===== config.mk =====
export PLATFORM = sky130hd
export DESIGN_NAME = aud_sram_ctrl
export DESIGN_NICKNAME = d
export VERILOG_FILES = /design/src/rtl/aud_pkg.sv /design/src/rtl/aud_key_ctrl.sv /design/src/rtl/aud_sram_ctrl.sv
export SDC_FILE = /design/constraint.sdc
export NUM_CORES = 1
export LEC_CHECK = 0
export ABC_AREA = 0
export CAP_MARGIN = 20
export CORE_ASPECT_RATIO = 1.2
export CORE_UTILIZATION = 48
export DETAILED_ROUTE_END_ITERATION = 8
export PLACE_DENSITY_LB_ADDON = 0.15
export SLEW_MARGIN = 30
export SYNTH_ARGS = -nofsm -noshare
export SYNTH_HDL_FRONTEND = slang
export SYNTH_SLANG_ARGS = --single-unit
export TNS_END_PERCENT = 5

===== constraint.sdc =====
create_clock -name i_clk -period 3.1 [get_ports i_clk]
set_input_delay 0.465 -clock i_clk [delete_from_list [all_inputs] [get_ports i_clk]]
set_output_delay 0.465 -clock i_clk [all_outputs]
set_load 0.02 [all_outputs]

===== src/rtl/aud_pkg.sv =====
// Shared types and constants for the audio record/playback SRAM controller.
package aud_pkg;

  localparam int unsigned ADDR_W  = 20;
  localparam int unsigned DATA_W  = 16;
  localparam int unsigned STATE_W = 3;

  localparam logic [ADDR_W-1:0] MAX_ADDR = {ADDR_W{1'b1}};

  typedef enum logic [STATE_W-1:0] {
    S_IDLE       = 3'd0,
    S_REC        = 3'd1,
    S_REC_PAUSE  = 3'd2,
    S_PLAY       = 3'd3,
    S_PLAY_PAUSE = 3'd4
  } aud_state_e;

endpackage


===== src/rtl/aud_key_ctrl.sv =====
// Key priority resolution (stop > pause > start) and codec LR-clock edge detection.
module aud_key_ctrl (
  input  logic i_clk,
  input  logic i_rst_n,
  input  logic i_key_start,
  input  logic i_key_pause,
  input  logic i_key_stop,
  input  logic i_lrc,
  output logic o_start_c,
  output logic o_pause_c,
  output logic o_stop_c,
  output logic o_lrc_rise_c,
  output logic o_lrc_fall_c
);

  logic lrc_q;

  always_ff @(posedge i_clk or negedge i_rst_n) begin
    if (!i_rst_n) begin
      lrc_q <= 1'b0;
    end else begin
      lrc_q <= i_lrc;
    end
  end

  assign o_stop_c     = i_key_stop;
  assign o_pause_c    = i_key_pause & ~i_key_stop;
  assign o_start_c    = i_key_start & ~i_key_pause & ~i_key_stop;
  assign o_lrc_rise_c = ~lrc_q & i_lrc;
  assign o_lrc_fall_c = lrc_q & ~i_lrc;

endmodule


===== src/rtl/aud_sram_ctrl.sv =====
// Record/playback sequencer and single-port SRAM arbiter for the audio path.
// Build option: define AUD_LOOP_PLAY_EN to make playback wrap to address 0 at the end of the recording.
module aud_sram_ctrl
  import aud_pkg::*;
(
  input  logic               i_clk,
  input  logic               i_rst_n,
  input  logic               i_key_start,
  input  logic               i_key_pause,
  input  logic               i_key_stop,
  input  logic               i_mode,
  input  logic               i_lrc,
  output logic               o_rec_start,
  output logic               o_rec_pause,
  output logic               o_rec_stop,
  input  logic [ADDR_W-1:0]  i_rec_addr,
  input  logic [DATA_W-1:0]  i_rec_data,
  output logic               o_ply_start,
  output logic               o_ply_pause,
  output logic               o_ply_stop,
  output logic [DATA_W-1:0]  o_ply_data,
  output logic               o_ply_valid,
  output logic [ADDR_W-1:0]  o_sram_addr,
  output logic [DATA_W-1:0]  o_sram_wdata,
  input  logic [DATA_W-1:0]  i_sram_rdata,
  output logic               o_sram_we_n,
  output logic               o_sram_oe_n,
  output logic [ADDR_W-1:0]  o_end_addr,
  output logic [STATE_W-1:0] o_state
);

  logic start_c, pause_c, stop_c, lrc_rise_c, lrc_fall_c;

  aud_key_ctrl u_key_ctrl (
    .i_clk        (i_clk),
    .i_rst_n      (i_rst_n),
    .i_key_start  (i_key_start),
    .i_key_pause  (i_key_pause),
    .i_key_stop   (i_key_stop),
    .i_lrc        (i_lrc),
    .o_start_c    (start_c),
    .o_pause_c    (pause_c),
    .o_stop_c     (stop_c),
    .o_lrc_rise_c (lrc_rise_c),
    .o_lrc_fall_c (lrc_fall_c)
  );

  aud_state_e state_q, state_d;

  logic              rec_start_q, rec_start_d;
  logic              rec_pause_q, rec_pause_d;
  logic              rec_stop_q,  rec_stop_d;
  logic              ply_start_q, ply_start_d;
  logic              ply_pause_q, ply_pause_d;
  logic              ply_stop_q,  ply_stop_d;
  logic              ply_valid_q, ply_valid_d;
  logic [DATA_W-1:0] ply_data_q,  ply_data_d;
  logic [ADDR_W-1:0] addr_q,      addr_d;
  logic [DATA_W-1:0] wdata_q,     wdata_d;
  logic              we_n_q,      we_n_d;
  logic              oe_n_q,      oe_n_d;
  logic [ADDR_W-1:0] end_addr_q,  end_addr_d;
  logic [ADDR_W-1:0] ptr_q,       ptr_d;
  logic              has_rec_q,   has_rec_d;

  // Keys take precedence over a coincident lrc edge.
  logic wr_c, rd_c, play_end_c, play_ok_c, rec_full_c;

  assign wr_c       = (state_q == S_REC)  & ~stop_c & ~pause_c & lrc_rise_c;
  assign rd_c       = (state_q == S_PLAY) & ~stop_c & ~pause_c & lrc_fall_c;
  assign play_end_c = rd_c & (ptr_q == end_addr_q);
  assign rec_full_c = wr_c & (i_rec_addr == MAX_ADDR);
  assign play_ok_c  = (end_addr_q != '0) | has_rec_q;

  always_ff @(posedge i_clk or negedge i_rst_n) begin
    if (!i_rst_n) begin
      state_q     <= S_IDLE;
      rec_start_q <= 1'b0;
      rec_pause_q <= 1'b0;
      rec_stop_q  <= 1'b0;
      ply_start_q <= 1'b0;
      ply_pause_q <= 1'b0;
      ply_stop_q  <= 1'b0;
      ply_valid_q <= 1'b0;
      ply_data_q  <= '0;
      addr_q      <= '0;
      wdata_q     <= '0;
      we_n_q      <= 1'b1;
      oe_n_q      <= 1'b1;
      end_addr_q  <= '0;
      ptr_q       <= '0;
      has_rec_q   <= 1'b0;
    end else begin
      state_q     <= state_d;
      rec_start_q <= rec_start_d;
      rec_pause_q <= rec_pause_d;
      rec_stop_q  <= rec_stop_d;
      ply_start_q <= ply_start_d;
      ply_pause_q <= ply_pause_d;
      ply_stop_q  <= ply_stop_d;
      ply_valid_q <= ply_valid_d;
      ply_data_q  <= ply_data_d;
      addr_q      <= addr_d;
      wdata_q     <= wdata_d;
      we_n_q      <= we_n_d;
      oe_n_q      <= oe_n_d;
      end_addr_q  <= end_addr_d;
      ptr_q       <= ptr_d;
      has_rec_q   <= has_rec_d;
    end
  end

  always_comb begin
    state_d = state_q;
    unique case (state_q)
      S_IDLE: begin
        if (start_c) begin
          if (!i_mode)        state_d = S_REC;
          else if (play_ok_c) state_d = S_PLAY;
        end
      end
      S_REC: begin
        if (stop_c)          state_d = S_IDLE;
        else if (pause_c)    state_d = S_REC_PAUSE;
        else if (rec_full_c) state_d = S_IDLE;
      end
      S_REC_PAUSE: begin
        if (stop_c)       state_d = S_IDLE;
        else if (start_c) state_d = S_REC;
      end
      S_PLAY: begin
        if (stop_c)          state_d = S_IDLE;
        else if (pause_c)    state_d = S_PLAY_PAUSE;
`ifndef AUD_LOOP_PLAY_EN
        else if (play_end_c) state_d = S_IDLE;
`endif
      end
      S_PLAY_PAUSE: begin
        if (stop_c)       state_d = S_IDLE;
        else if (start_c) state_d = S_PLAY;
      end
      default: state_d = S_IDLE;
    endcase
  end

  always_comb begin
    rec_start_d = 1'b0;
    rec_pause_d = 1'b0;
    rec_stop_d  = 1'b0;
    ply_start_d = 1'b0;
    ply_pause_d = 1'b0;
    ply_stop_d  = 1'b0;
    ply_valid_d = 1'b0;
    ply_data_d  = ply_data_q;
    addr_d      = addr_q;
    wdata_d     = wdata_q;
    we_n_d      = 1'b1;
    end_addr_d  = end_addr_q;
    ptr_d       = ptr_q;
    has_rec_d   = has_rec_q;
    unique case (state_q)
      S_IDLE: begin
        if (start_c) begin
          if (!i_mode) begin
            rec_start_d = 1'b1;
            end_addr_d  = '0;
          end else if (play_ok_c) begin
            ply_start_d = 1'b1;
            ptr_d       = '0;
          end
        end
      end
      S_REC: begin
        if (stop_c) begin
          rec_stop_d = 1'b1;
        end else if (pause_c) begin
          rec_pause_d = 1'b1;
        end else if (wr_c) begin
          addr_d     = i_rec_addr;
          wdata_d    = i_rec_data;
          we_n_d     = 1'b0;
          end_addr_d = i_rec_addr;
          has_rec_d  = 1'b1;
          rec_stop_d = rec_full_c;
        end
      end
      S_REC_PAUSE: begin
        if (stop_c)       rec_stop_d  = 1'b1;
        else if (start_c) rec_start_d = 1'b1;
      end
      S_PLAY: begin
        if (stop_c) begin
          ply_stop_d = 1'b1;
        end else if (pause_c) begin
          ply_pause_d = 1'b1;
        end else if (rd_c) begin
          ply_data_d  = i_sram_rdata;
          ply_valid_d = 1'b1;
          if (play_end_c) begin
`ifdef AUD_LOOP_PLAY_EN
            ptr_d = '0;
`else
            ply_stop_d = 1'b1;
`endif
          end else begin
            ptr_d = ptr_q + ADDR_W'(1);
          end
        end
      end
      S_PLAY_PAUSE: begin
        if (stop_c)       ply_stop_d  = 1'b1;
        else if (start_c) ply_start_d = 1'b1;
      end
      default: ;
    endcase
    // Read port is enabled only while playing, which also keeps it exclusive of writes.
    oe_n_d = (state_d != S_PLAY);
    if (state_d == S_PLAY) addr_d = ptr_d;
  end

  assign o_state      = state_q;
  assign o_rec_start  = rec_start_q;
  assign o_rec_pause  = rec_pause_q;
  assign o_rec_stop   = rec_stop_q;
  assign o_ply_start  = ply_start_q;
  assign o_ply_pause  = ply_pause_q;
  assign o_ply_stop   = ply_stop_q;
  assign o_ply_valid  = ply_valid_q;
  assign o_ply_data   = ply_data_q;
  assign o_sram_addr  = addr_q;
  assign o_sram_wdata = wdata_q;
  assign o_sram_we_n  = we_n_q;
  assign o_sram_oe_n  = oe_n_q;
  assign o_end_addr   = end_addr_q;

endmodule


==> flow_summary.json <==
{
  "status": "completed",
  "worstSetupEndpointType": "flip-flop",
  "drv_cap": 0,
  "cts_setup_buffers": 0,
  "fin_crit_ps": 2720,
  "holdBufCountCts": 0,
  "yosys.area.top_type": "dfrtp_1",
  "fmax_mhz": 368,
  "top_usage_layer": "met2",
  "crit_buf_inv": 2,
  "synthCells": 526,
  "reg2reg_depth": 8,
  "initial_core_util_pct": 49.2,
  "instances_no_fill": 800,
  "cp_cell_sequence": "nor4_1 > nand4_1 > o2111ai_2 > o21a_2 > o21ai_2 > inv_2 > buf_4 > mux2i_1",
  "r2r_end": "o_sram_addr[0]",
  "cp.required_ps": 3360,
  "fp.dieH_um": 115,
  "cts_tree": "yes",
  "synth_fa_ha_area_share_pct": 0.243,
  "finalSetupViolations": 0,
  "synth_top_area_share_pct": 50.6,
  "synth_area_um2": 5140,
  "cp.depth": 8,
  "drt_iter0_drc": 271,
  "crit_type": "reg2reg",
  "yosysWarnings": 0,
  "r2r-start": "o_end_addr[14]",
  "timing.slew.headroom_pct": 59.9,
  "synth_compound_area_share_pct": 9.39,
  "antenna_left": 0,
  "cts-root-buf": "clkbuf_16",
  "cp_max_fo": 18,
  "peakVddDrop_mv": 0.325,
  "syn_nets": 586,
  "slowest_delay_ps": 470,
  "netlist_top_cells_area": "dfrtp_1 (51%), nand2_1 (13%), xor2_1 (3.6%)",
  "io_pins": 143,
  "ys_seq_elements": 106,
  "ys.flop_type": "dfrtp_1",
  "synthSimpleGateAreaFrac_pct": 23.8,
  "fin_total_pwr_mw": 3.67,
  "crit_family": "simple AND/OR/NAND/NOR gates",
  "finalMaxSlewViolations": 0,
  "worst_slew_pin_slew_ps": 601,
  "worstSetupStartpointType": "flip-flop",
  "gp_congestion": 0.915,
  "rsz0062_at_grt": "no",
  "route.detailed.drc": 0,
  "synth_edf_count": 0,
  "hold_path.class": "in2async",
  "yosysSeqAreaShare_pct": 51.6,
  "synth_top_family_by_area": "simple AND/OR/NAND/NOR gates",
  "grt_pass1_vias": 4162,
  "clkTransAtPathRegs_ps": 70,
  "r2r_setup_slack_ps": 380,
  "use_met1_pct": 34.8,
  "finalClockSkew_ps": 8.59,
  "grt_pass1_wl_mm": 21.7,
  "wire_per_inst_um": 17.4,
  "std_cell_rows": 41,
  "dp.cells": 784,
  "vias": 4422,
  "gr-usage-met3_pct": 4.30,
  "antenna_cells": 0,
  "cts_buffers": 9,
  "die_area_um2": 11100,
  "grt_max_degree": 107,
  "drt-total-wl_mm": 13.9,
  "antenna_found_initial": 0,
  "clock_sinks": 106,
  "firstDrtPassIters": 5,
  "io_buffers": 142,
  "final_nets": 726,
  "fin_crit_sh_pct": 87.7,
  "synth_xor_area_share_pct": 3.58,
  "synthMuxAreaShare_pct": 7.61,
  "power_density_nw_per_um2": 524,
  "fin_setup_tns_ps": 0,
  "place_hpwl_mm": 9.94,
  "ys_async_sr_fraction_pct": 100,
  "slowest_stage": "nor4_1",
  "core_um2": 10500,
  "viasPerCell": 5.53,
  "area_growth_pct": 36.1,
  "ys_types": 57,
  "use_met2_pct": 41.6,
  "cts_htree_levels": 3,
  "cts.path.max_buffers": 2,
  "grt_remaining_overflow": 0,
  "timing.final.hold_violations": 0,
  "cts_resized": 0,
  "synth_area_per_cell_um2": 9.78,
  "power.leakage_nw": 3.53,
  "cp.arrival_ps": 2980,
  "drive_gt1_share_pct": 10.1,
  "clk_latency_ps": 350,
  "grt_usage_pct": 26.2,
  "die_width_um": 96.5
}
-- placed cells by master, fill, tap and decap left out, drive strengths merged, types with 14 or more instances in the layout --
master	count
nand2	182
clkdlybuf4s50	141
dfrtp	104
xor2	21
mux2i	17
buf	17
a22o	16
mux2	16
nor2	15
inv	14
-- routing by layer --
layer / vias up / routed length (um)
li1: 2076 / -
met1: 2131 / 5770
met5: - / 0
met3: 34 / 971
met2: 181 / 6700
met4: 0 / 460
-- kinds of logic after synthesis --
logic type	count (synthesis)
AOI/OAI and AO/OA	61
and+or+nand+nor	263
adders and majority gates	1
xor gates and xnor gates	21
buffers and inverters	41
DFF	106
muxes	33
-- report_power, final --
group	switching (mW)	internal [mW]	leakage, nW
Combinational	0.507	0.443	1.95
Clock	0.509	0.597	0.140
Sequential	0.103	1.51	1.44
Total	1.12	2.55	3.53
-- cells in the mapped netlist (all sizes together) (8+ instances only) --
cell and instances:
xor2 21, o21ai 11, nor3 10, mux2 16, o2111ai 8, nor2 15
nor4 12, mux2i 17, o211ai 9, nand4 8, a22o 16, nand2 182
inv 12, clkbuf 11, buf 18, dfrtp 104
-- stage by stage --
| stage | setup WS (ps) | cell area [um^2] | hold WS (ps) | utilization (%) |
|---|---|---|---|---|
| finish | 380 | 7000 | 137 | 66.9 |
| global route | 183 | 7000 | 238 | 66.9 |
| CTS | 415 | 7000 | 210 | 66.9 |
| detailed placement | 248 | 6710 | 455 | 64.1 |
| global placement | 357 | 6710 | 450 | 64.1 |
| floorplan | 810 | 5140 | 169 | - |
-- sequential cells by signal, indices dropped and copies added (netlist names) --
signal,count
has_rec_q,1
o_end_addr,20
o_ply_data,16
o_ply_pause,1
o_ply_start,1
o_ply_stop,1
o_ply_valid,1
o_rec_pause,1
o_rec_start,1
o_rec_stop,1
o_sram_addr,20
o_sram_oe_n,1
o_sram_wdata,16
o_sram_we_n,1
o_state,3
ptr_q,20
u_key_ctrl.lrc_q,1
-- final cells by class --
type / instances / area, um^2
timing repair buffer: 158 / 1550
clock inverter: 4 / 33.8
sequential: 106 / 2660
clock buffer: 12 / 256
fill: 884 / 3460
tap: 129 / 161
inverter: 12 / 45.0
multi-input combinational: 379 / 2300
-- worst max-delay path by stage --
stage                         startpoint         endpoint  slack (ps)
final                     o_end_addr[14]   o_sram_addr[0]         380
after global routing      o_end_addr[14]   o_sram_addr[0]         180
after CTS                 o_end_addr[14]   o_sram_addr[2]         420
after detailed placement     i_key_pause   o_sram_addr[2]         250
after global placement       i_key_pause   o_sram_addr[4]         360
after floorplan               o_state[2]  o_sram_addr[10]         810
(Power assumes the default switching activity.)
